## src/rtl/wb_spi_master.sv

```systemverilog
// Wishbone-classic SPI master: one byte per transfer, MSB first, full duplex,
// programmable CPOL/CPHA and SCLK divider, software-owned chip select.
module wb_spi_master #(
    parameter int ADDR_W = 5,
    parameter int DIV_W  = 8
) (
    input  logic              wb_clk,
    input  logic              wb_rst_n,
    input  logic [ADDR_W-1:0] wb_adr_i,
    input  logic [31:0]       wb_dat_i,
    input  logic              wb_we_i,
    input  logic              wb_cyc_i,
    input  logic              wb_stb_i,
    output logic [31:0]       wb_dat_o,
    output logic              wb_ack_o,
    output logic              o_spi_sclk,
    output logic              o_spi_cs_n,
    output logic              o_spi_mosi,
    input  logic              i_spi_miso,
    output logic              o_irq
);

    localparam logic [2:0] REG_CTRL   = 3'd0;
    localparam logic [2:0] REG_CLKDIV = 3'd1;
    localparam logic [2:0] REG_TXDATA = 3'd2;
    localparam logic [2:0] REG_RXDATA = 3'd3;
    localparam logic [2:0] REG_STATUS = 3'd4;

    typedef enum logic {S_IDLE, S_XFER} state_t;
    state_t state_reg, state_next;

    logic             ack_reg;
    logic [31:0]      dat_o_reg;
    logic [4:0]       ctrl_reg;
    logic [DIV_W-1:0] clkdiv_reg;
    logic [7:0]       rxdata_reg;
    logic             rx_valid_reg;
    logic             wcol_reg;
    logic [7:0]       shreg_reg;
    logic             miso_bit_reg;
    logic             mosi_reg;
    logic             sclk_reg;
    logic             mode_cpol_reg;
    logic             mode_cpha_reg;
    logic [DIV_W-1:0] div_cnt_reg;
    logic [3:0]       edge_cnt_reg;

    logic        addr_ok;
    logic [2:0]  reg_sel;
    logic        access, wr_en, rd_en;
    logic        tx_wr, start, status_wr, rx_rd;
    logic        busy, abort, edge_tick, last_edge, done;
    logic        shift_in;
    logic [7:0]  rx_byte;
    logic [31:0] rd_data;
    logic        unused_bits;

    // Address bits above the register window must be zero for a hit.
    if (ADDR_W > 5) begin : g_hi_decode
        assign addr_ok = (wb_adr_i[ADDR_W-1:5] == '0);
    end else begin : g_no_hi_decode
        assign addr_ok = 1'b1;
    end

    assign unused_bits = ^{wb_adr_i[1:0], wb_dat_i};

    assign reg_sel   = wb_adr_i[4:2];
    assign access    = wb_cyc_i & wb_stb_i & ~ack_reg;
    assign wr_en     = access & wb_we_i;
    assign rd_en     = access & ~wb_we_i;
    assign tx_wr     = wr_en & addr_ok & (reg_sel == REG_TXDATA);
    assign status_wr = wr_en & addr_ok & (reg_sel == REG_STATUS);
    assign rx_rd     = rd_en & addr_ok & (reg_sel == REG_RXDATA);
    assign busy      = (state_reg == S_XFER);
    assign start     = tx_wr & ~busy & ctrl_reg[0];
    assign abort     = busy & ~ctrl_reg[0];
    assign edge_tick = busy & (div_cnt_reg >= clkdiv_reg);
    assign last_edge = edge_tick & (edge_cnt_reg == 4'd15);
    assign done      = last_edge & ~abort;

    // CPHA=1 samples straight off the pin on the shifting edge; CPHA=0 uses
    // the bit captured on the preceding leading edge.
    assign shift_in = mode_cpha_reg ? i_spi_miso : miso_bit_reg;
    assign rx_byte  = {shreg_reg[6:0], shift_in};

    always_comb begin
        rd_data = '0;
        if (addr_ok) begin
            case (reg_sel)
                REG_CTRL:   rd_data[4:0]       = ctrl_reg;
                REG_CLKDIV: rd_data[DIV_W-1:0] = clkdiv_reg;
                REG_RXDATA: rd_data[7:0]       = rxdata_reg;
                REG_STATUS: rd_data[2:0]       = {wcol_reg, rx_valid_reg, busy};
                default:    rd_data            = '0;
            endcase
        end
    end

    always_ff @(posedge wb_clk or negedge wb_rst_n) begin
        if (!wb_rst_n) begin
            ack_reg      <= 1'b0;
            dat_o_reg    <= '0;
            ctrl_reg     <= '0;
            clkdiv_reg   <= '0;
            rxdata_reg   <= '0;
            rx_valid_reg <= 1'b0;
            wcol_reg     <= 1'b0;
        end else begin
            ack_reg   <= access;
            dat_o_reg <= rd_en ? rd_data : '0;
            if (wr_en && addr_ok && reg_sel == REG_CTRL)
                ctrl_reg <= wb_dat_i[4:0];
            if (wr_en && addr_ok && reg_sel == REG_CLKDIV)
                clkdiv_reg <= wb_dat_i[DIV_W-1:0];
            if (tx_wr && !start)
                wcol_reg <= 1'b1;
            else if (status_wr && wb_dat_i[2])
                wcol_reg <= 1'b0;
            // A completing byte beats a simultaneous RXDATA read.
            if (done) begin
                rxdata_reg   <= rx_byte;
                rx_valid_reg <= 1'b1;
            end else if (rx_rd) begin
                rx_valid_reg <= 1'b0;
            end
        end
    end

    always_ff @(posedge wb_clk or negedge wb_rst_n) begin
        if (!wb_rst_n) state_reg <= S_IDLE;
        else           state_reg <= state_next;
    end

    always_comb begin
        state_next = state_reg;
        case (state_reg)
            S_IDLE:  if (start) state_next = S_XFER;
            S_XFER:  if (abort || last_edge) state_next = S_IDLE;
            default: state_next = S_IDLE;
        endcase
    end

    always_ff @(posedge wb_clk or negedge wb_rst_n) begin
        if (!wb_rst_n) begin
            shreg_reg     <= '0;
            miso_bit_reg  <= 1'b0;
            mosi_reg      <= 1'b0;
            sclk_reg      <= 1'b0;
            mode_cpol_reg <= 1'b0;
            mode_cpha_reg <= 1'b0;
            div_cnt_reg   <= '0;
            edge_cnt_reg  <= '0;
        end else if (!busy) begin
            sclk_reg <= ctrl_reg[1];
            if (start) begin
                mode_cpol_reg <= ctrl_reg[1];
                mode_cpha_reg <= ctrl_reg[2];
                shreg_reg     <= wb_dat_i[7:0];
                div_cnt_reg   <= '0;
                edge_cnt_reg  <= '0;
                if (!ctrl_reg[2]) mosi_reg <= wb_dat_i[7];
            end
        end else if (abort) begin
            sclk_reg <= mode_cpol_reg;
        end else if (edge_tick) begin
            div_cnt_reg  <= '0;
            edge_cnt_reg <= edge_cnt_reg + 4'd1;
            sclk_reg     <= ~sclk_reg;
            if (!edge_cnt_reg[0]) begin
                // odd edge: leading
                if (mode_cpha_reg) mosi_reg     <= shreg_reg[7];
                else               miso_bit_reg <= i_spi_miso;
            end else begin
                shreg_reg <= rx_byte;
                if (!mode_cpha_reg) mosi_reg <= shreg_reg[6];
            end
        end else begin
            div_cnt_reg <= div_cnt_reg + 1'b1;
        end
    end

    assign wb_ack_o   = ack_reg;
    assign wb_dat_o   = dat_o_reg;
    assign o_spi_sclk = sclk_reg;
    assign o_spi_cs_n = ~ctrl_reg[3];
    assign o_spi_mosi = mosi_reg;
    assign o_irq      = rx_valid_reg & ctrl_reg[4];

endmodule

```

## config.mk

```make
export PLATFORM = sky130hd
export DESIGN_NAME = wb_spi_master
export DESIGN_NICKNAME = d
export VERILOG_FILES = /design/src/rtl/wb_spi_master.sv
export SDC_FILE = /design/constraint.sdc
export NUM_CORES = 1
export LEC_CHECK = 0
export BUFFER_PORTS_ARGS = -buffer_cell sky130_fd_sc_hd__buf_2
export CORE_MARGIN = 2
export CORE_UTILIZATION = 39
export CTS_BUF_LIST = sky130_fd_sc_hd__clkbuf_16
export DETAILED_ROUTE_END_ITERATION = 6
export PLACE_DENSITY = 0.64
export SKIP_CTS_REPAIR_TIMING = 1
export SYNTH_ARGS = -nofsm -noshare
export SYNTH_HDL_FRONTEND = slang
export SYNTH_SLANG_ARGS = --single-unit
```

## constraint.sdc

```tcl
create_clock -name wb_clk -period 2.7 [get_ports wb_clk]
set_input_delay 0.81 -clock wb_clk [delete_from_list [all_inputs] [get_ports wb_clk]]
set_output_delay 0.81 -clock wb_clk [all_outputs]
set_load 0.005 [all_outputs]
```

==> results by stage, run 1 <==
Min path:
- The worst hold path class is reg -> reg.

Cells and area:
- The most common cell after layout, fill and taps aside is dfrtp_1.
- The area growth from synthesis to layout is 13.1%.
- In the layout the commonest cells are 58 x dfrtp_1, 29 x buf_2, 26 x nor2_1.
- The count of cells in the finished layout, fillers not included, comes to 443.
- The number of nets in the layout is around 390.
- At the end of the flow the core is filled with cells to 0.459.
- The number of antenna repair diodes is 0.
- The share of cells above drive strength 1 is 0.235.

Floorplanning:
- In this run the core area contains 32 standard-cell rows.
- During I/O placement, the number of pins put on the boundary was 80.
- The core region is 0.00781 sq mm.
- The floorplan die width is 94.2 um.
- The die covers 0.00887 sq mm.
- The initial standard-cell utilization of the core is 0.406.
- In this run the vertical extent of the chip is approximately 94 um.

Clock network:
- The clock insertion delay at the later pin of the skew report is between 0.3 and 0.4 ns.
- The maximum root-to-sink buffer count is 2.
- The library cell used as clock root buffer is clkbuf_16.
- In this run the number of H-tree levels came out at 3.
- After clock tree synthesis, the clock-pin slew on the worst setup and hold paths is 0.05 ns.
- Buffers inserted during clock tree synthesis total 9.
- The clock sink count is 58.
- The CTS tree is done.

Drt:
- The number of DRC markers after the initial detailed-route iteration is 110.
- The wire length after detailed routing is 6280 um.
- In this run the remaining antenna-violating nets after routing total 0.
- The routed layout has ~2200 vias.
- For this run, design rule violations remaining after detail routing come to 0.
- Dividing the detail-routed via count by the number of cells gives a little under 5.
- Before antenna repair, the detailed router went through 4 iterations.
- The average wire per standard cell is 14.2 um.

GRT:
- The via count of the first global-routing pass came to roughly 2100.
- In the global route stage, overall resource usage came out at 0.157.
- Entering global routing, the biggest net connects 35 pins.
- The number of antenna violations at the first check in global routing is 0.
- The global-route wire length before repair is 10500 um.
- Global routing finished with a remaining overflow of 0.

Synth:
- The average cell area after synthesis is slightly above 10 sq um.
- The sequential-to-total area share from yosys stat is 0.458.
- The cell count after synthesis came out at 305.
- After synthesis the netlist holds a flip-flop and latch count of 58.
- Of all flip-flops after synthesis, the portion carrying an async set or reset was 1.00.
- The synthesized design contains 0 enable-type register cells.
- Among all flip-flop cells after synthesis, the most frequent one is dfrtp_1.
- The mapped netlist covers 0.00317 sq mm.
- The warning count from the yosys run is 0.
- The netlist uses 52 different library cells.

Worst setup path:
- The worst setup path is launched from a flip-flop.
- The signal on the critical path passes through ha_1 > and3_1 > o21ai_1 > a311oi_2 > or3_4 > nand3_1 > mux2_2.
- The count of buffering cells on the critical path with inverters included is 0.
- The largest fanout on the critical path is 11.
- The largest stage delay on the critical path is 0.50 ns.
- The category of the critical setup timing path is reg -> reg.
- The kind of end point of the critical path is a flip-flop.
- The arrival time at the worst endpoint is between 2 and 3 ns.
- The slowest cell on the critical path is or3_4.
- Across all register-to-register paths, the minimum setup slack is 0.37 ns.
- The required time of the critical path is 2.91 ns.
- The kind of cell with the highest combined delay along the critical path is simple AND/OR/NAND/NOR gates.

Status:
- The flow ran to the end, and the final reports show no timing, DRC or antenna violations.

STA:
- The final setup TNS is 0 ns.
- On the final layout, the worst hold slack is 0.484 ns.
- The slew of the pin with the lowest slew margin is between 0.6 and 0.7 ns.
- The shortest period the worst path allows is 2.33 ns.
- The portion of the clock cycle consumed by the worst path in the final layout is 0.862.
- Setup repair after global routing left no endpoint under its margin.
- The final-report setup violation count is 0.
- For this run, the top clock speed supported by timing is about 0.43 GHz.
- The clock skew is about 0.0049 ns.
- The number of slew-limit violations in the final report is 0.
- The max-slew headroom at the worst pin is 0.576.
- The hold violation total from the final report is 0.

Power:
- Of the total power, the clock network draws 0.432.
- The portion of total power attributed to combinational logic is 0.134.
- The completed layout was analyzed and its total power is 0.00230 W.
- VDD sags by at most 0.346 mV.
- The leakage power is between 1.5 and 2 nW.
- The internal power summed over all cells is 0.00168 W.
- The switching part of the total is 0.270.
- Summed over all nets, the switching power comes to around 0.00062 W.
- Of the total power, registers draw 0.434.
- The power density over the cells is 641 mW/mm^2.

Placement:
- Detailed placement finished with a half-perimeter wire length of about 4500 um.
- The final estimated routing congestion in global placement is 0.774.
- In this run the tool buffered the top-level ports with 29 buffer cells.
- The number of placed instances with taps included is between 400 and 500.

Job:
- Max-cap violations in this run came to 0.
==> worst reg2reg max path, delay by kind of cell, from the launching register on <==
family,cells,cell delay (ns)
mux,1,0.33
simple gates,3,0.83
flops,1,0.43
fa+ha+maj,1,0.32
compound gates,2,0.31
==> kinds of logic (layout without fill, tap and decap cells) <==
kind of cell | count (synthesis) | in the layout | share of synthesized area
DFF | 58 | 58 | 0.458
xor gates and xnor gates | 3 | 3 | 0.00829
other | 1 | 24 | 0.00118
AOI/OAI and AO/OA | 58 | 58 | 0.120
muxes | 36 | 36 | 0.123
buffers and inverters | 50 | 63 | 0.0975
adders and majority gates | 10 | 10 | 0.0395
and+or+nand+nor | 89 | 89 | 0.152
==> final cells by class <==
| type | instances | area (sq um) |
|---|---|---|
| Clock buffer | 9 | 225 |
| Clock inverter | 7 | 36.3 |
| Fill cell | 752 | 4220 |
| Inverter | 12 | 45.0 |
| Multi-Input combinational cell | 220 | 1500 |
| Sequential cell | 58 | 1450 |
| Tap cell | 102 | 128 |
| Timing Repair Buffer | 35 | 203 |
==> per-stage QoR <==
step / cell area, sq um / setup WS [ns]
6_report: 3580 / 0.371
5_1_grt: 3580 / 0.227
4_1_cts: 3580 / 0.360
3_5_place_dp: 3320 / 0.367
3_3_place_gp: 3320 / 0.418
2_1_floorplan: 3260 / 0.489
==> power by group through the flow <==
stage / sequential, W / combinational (W) / clock (W)
2_1_floorplan: 0.000996 / 0.000242 / 0
3_3_place_gp: 0.00101 / 0.000300 / 0
3_5_place_dp: 0.00101 / 0.000309 / 0
4_1_cts: 0.000999 / 0.000312 / 0.00101
5_1_grt: 0.00101 / 0.000351 / 0.00107
6_report: 0.000998 / 0.000308 / 0.000993
==> per-layer routing <==
metal | share of wire | up-vias | wire (um) | track usage
li1 | - | 1072 | - | -
met1 | 0.47 | 1057 | 2930 | 0.210
met2 | 0.46 | 56 | 2900 | 0.239
met3 | 0.053 | 10 | 332 | 0.0482
met4 | 0.017 | 0 | 108 | 0.0628
met5 | 0 | - | 0 | 0
==> path summary, 6_finish.rpt <==
path,startpoint,end,cells after the start
hold / removal,rxdata_reg[0]$_DFFE_PN0P_,rxdata_reg[0]$_DFFE_PN0P_,2
hold reg to reg,rxdata_reg[0]$_DFFE_PN0P_,rxdata_reg[0]$_DFFE_PN0P_,2
max in group asynchronous,wb_rst_n,div_cnt_reg[1]$_DFFE_PN0P_,2
setup reg to reg,div_cnt_reg[2]$_DFFE_PN0P_,edge_cnt_reg[3]$_DFFE_PN0P_,7
min in group asynchronous,wb_rst_n,wb_ack_o$_DFF_PN0_,1
setup / recovery,div_cnt_reg[2]$_DFFE_PN0P_,edge_cnt_reg[3]$_DFFE_PN0P_,7
==> cell usage after synthesis, types with 2 or more instances <==
cell      instances  area (sq um)
dfrtp_1          58          1450
buf_4            26           195
nor2_1           26          97.6
nand2_1          23          86.3
mux2_2           19           214
a21oi_1          17          85.1
o21ai_0          17          85.1
mux2i_1          15           150
inv_1            12          45.0
ha_1             10           125
nor2b_1           8          50.1
and3_1            7          43.8
clkbuf_1          6          22.5
nor3_1            5          25.0
o21ai_1           5          25.0
a22o_1            4          35.0
buf_2             4          20.0
nand3_1           4          20.0
nand2b_1          3          18.8
a22oi_1           2          15.0
a31oi_1           2          12.5
xor2_1            2          17.5
Power figures use the tool's default switching activity.
==> inputs of run 2 (changes only) <==
CORE_UTILIZATION = 49   (was 39)
PLACE_DENSITY = 0.77   (was 0.64)
==> run 2 against run 1 <==
  * Clock power up 20%
  * Largest cell class unchanged
  * Die area down 20%
  * Critical path type unchanged
  * Final cell count down 5.9%
  * Critical endpoint unchanged
==> results by stage, run 2 (same netlist as run 1, synthesis figures left out) <==
GRT:
- The total congestion overflow after global routing is 0 (unchanged).
- The via count of the first global-routing pass came to 2140 (was 2077).
- The number of antenna violations at the first check in global routing came to 0 (unchanged).
- The overall global routing resource usage is 0.186 (was 0.157).
- The global-route wire length before repair is 10200 um (was 10500 um).
- The pin count of the biggest net entering global routing is 39 (was 35).

Drt:
- The average wire per standard cell is 14.8 um (was 14.2 um).
- The number of DRC markers after the initial detailed-route iteration is 132 (was 110).
- The remaining antenna violation count after routing is 0 (unchanged).
- The remaining design rule violation count was 0 (unchanged).
- The average vias per placed instance came to 5.18 (was 4.95).
- The first-pass detailed-route iteration total was 4 (unchanged).
- The wire length after detailed routing is 6190 um (was 6280 um).
- The via count of the routed design is 2158 (was 2195).

Cells and area:
- The share of cells above drive strength 1 is 0.235 (about the same).
- The most common cell after layout, fill and taps aside is dfrtp_1 (unchanged).
- The post-route cell area is 0.00359 sq mm (was 0.00358 sq mm).
- The number of nets in the layout is 388 (was 389).
- The number of antenna repair diodes is 0 (unchanged).
- The signed area change from the synthesized netlist to the final layout is 13.4% (was 13.1%).
- Leading cell types in the layout, fill and taps excluded: 58 x dfrtp_1, 29 x buf_2, 26 x nor2_1 (unchanged).
- The final core utilization came to 0.569 (was 0.459).

Power:
- The power density over the cells was 694 mW/mm^2 (was 641 mW/mm^2).
- The overall power of the completed layout is 0.00249 W (was 0.00230 W).
- The leakage power is 1.78 nW (was 1.76 nW).
- The peak supply drop is 0.336 mV (was 0.346 mV).

Worst setup path:
- The category of the critical setup timing path is reg -> reg (unchanged).
- The arrival time at the worst endpoint is 2.51 ns (was 2.54 ns).
- The kind of end point of the critical path was a flip-flop (unchanged).
- The required time of the critical path is 2.91 ns (about the same).
- The largest fanout on the critical path is 11 (unchanged).
- The nature of the critical path startpoint is a flip-flop (unchanged).
- The slowest cell on the critical path was or3_4 (unchanged).
- The launching point of the worst reg2reg path is div_cnt_reg[2]$_DFFE_PN0P_ (unchanged).
- The count of cells along the worst register-to-register path was 7 (unchanged).
- The largest stage delay on the critical path is 0.49 ns (was 0.50 ns).
- The critical path launch point is div_cnt_reg[2]$_DFFE_PN0P_ (unchanged).
- Worst path cell trace: ha_1 > and3_1 > o21ai_1 > a311oi_2 > or3_4 > nand3_1 > mux2_2 (unchanged).

Clock network:
- The clock sink count was 58 (unchanged).
- The TritonCTS buffer count is 9 (unchanged).
- The library cell used as clock root buffer is clkbuf_16 (unchanged).
- The register clock-pin slew on the reported worst setup and hold paths is 0.05 ns (about the same).
- The clock insertion delay at the later pin of the skew report came to 0.33 ns (about the same).
- The maximum root-to-sink buffer count came to 2 (unchanged).
- The CTS tree is done (unchanged).
- The number of levels the H-tree was split into is 3 (unchanged).

Floorplanning:
- The number of cell rows is 29 (was 32).
- The floorplan die area is 0.00713 sq mm (was 0.00887 sq mm).
- The initial standard-cell utilization of the core was 0.502 (was 0.406).
- The area of the core is 0.00631 sq mm (was 0.00781 sq mm).
- The vertical die dimension is 84.4 um (was 94.2 um).
- The count of pins on the block boundary came to 80 (unchanged).
- The floorplan die width came to 84.4 um (was 94.2 um).

STA:
- The number of slew-limit violations in the final report is 0 (unchanged).
- The max-slew headroom at the worst pin is 0.544 (was 0.576).
- The final setup TNS is 0 ns (unchanged).
- The maximum clock rate is 0.434 GHz (was 0.429 GHz).
- Setup repair after global routing missed its margin: false (unchanged).
- The slew of the pin with the lowest slew margin is 0.677 ns (was 0.629 ns).
- The final critical-path setup slack is 0.397 ns (was 0.371 ns).
- The portion of the clock cycle consumed by the worst path in the final layout is 0.853 (was 0.862).
- The shortest period the worst path allows is 2.30 ns (was 2.33 ns).
- The hold violation total from the final report is 0 (unchanged).
- The clock skew was 0.00508 ns (was 0.00487 ns).
- The final-report setup violation count is 0 (unchanged).

Placement:
- The final estimated routing congestion in global placement is 0.851 (was 0.774).
- The HPWL after detailed placement is 4400 um (was 4510 um).
- The standard cell area after detailed placement is 0.00328 sq mm (was 0.00332 sq mm).
- The placement-stage worst setup slack is 0.372 ns (was 0.367 ns).
- The count of input and output buffers is 29 (unchanged).

Status:
- Result of the run: complete, no violations (unchanged).

Min path:
- The worst hold path class was in -> async (was reg -> reg).

Job:
- The max-cap check violation count was 0 (unchanged).
[run 2: per-stage QoR]
stage | hold slack [ns] | cells
floorplan | 0.450 | 328
global placement | 0.473 | 401
detailed placement | 0.479 | 401
CTS | 0.464 | 417
global route | 0.476 | 417
finish | 0.445 | 417
[run 2: final timing paths]
path | end | slack, ns
max in group asynchronous | ctrl_reg[4]$_DFFE_PN0P_ | 1.68
hold reg to reg | rxdata_reg[0]$_DFFE_PN0P_ | 0.49
hold / removal | wb_dat_o[3]$_DFF_PN0_ | 0.44
setup / recovery | edge_cnt_reg[3]$_DFFE_PN0P_ | 0.40
min in group wb_clk | rxdata_reg[0]$_DFFE_PN0P_ | 0.49
setup reg to reg | edge_cnt_reg[3]$_DFFE_PN0P_ | 0.40
[run 2: power breakdown]
part | internal (W) | leakage [nW] | switching (W)
clock network | 0.000796 | 0.154 | 0.000390
logic | 0.000127 | 0.867 | 0.000180
registers | 0.000945 | 0.759 | 0.0000547
total | 0.00187 | 1.78 | 0.000625
[run 2: area by class of cell]
class	count	area [sq um]
flip-flops and latches	58	1450
clock buffers	9	225
well taps	77	96.3
repair buffers	34	195
clock inverters	7	85.1
fillers	542	2720
multi-input cells	220	1500
inverters	12	45.0
[run 2: critical path: cells and delay by family, from the launching register on]
kind            cells  cell delay (ns)
fa+ha+maj           1             0.31
flops               1             0.42
mux                 1             0.33
compound gates      2             0.32
simple gates        3             0.81
[run 2: layer usage]
| metal | global-route usage | vias up | routed length, um |
|---|---|---|---|
| met4 | 0.0823 | 0 | 131 |
| met1 | 0.240 | 1027 | 2830 |
| met2 | 0.293 | 49 | 2930 |
| met5 | 0 | - | 0 |
| met3 | 0.0531 | 12 | 293 |
| li1 | - | 1070 | - |
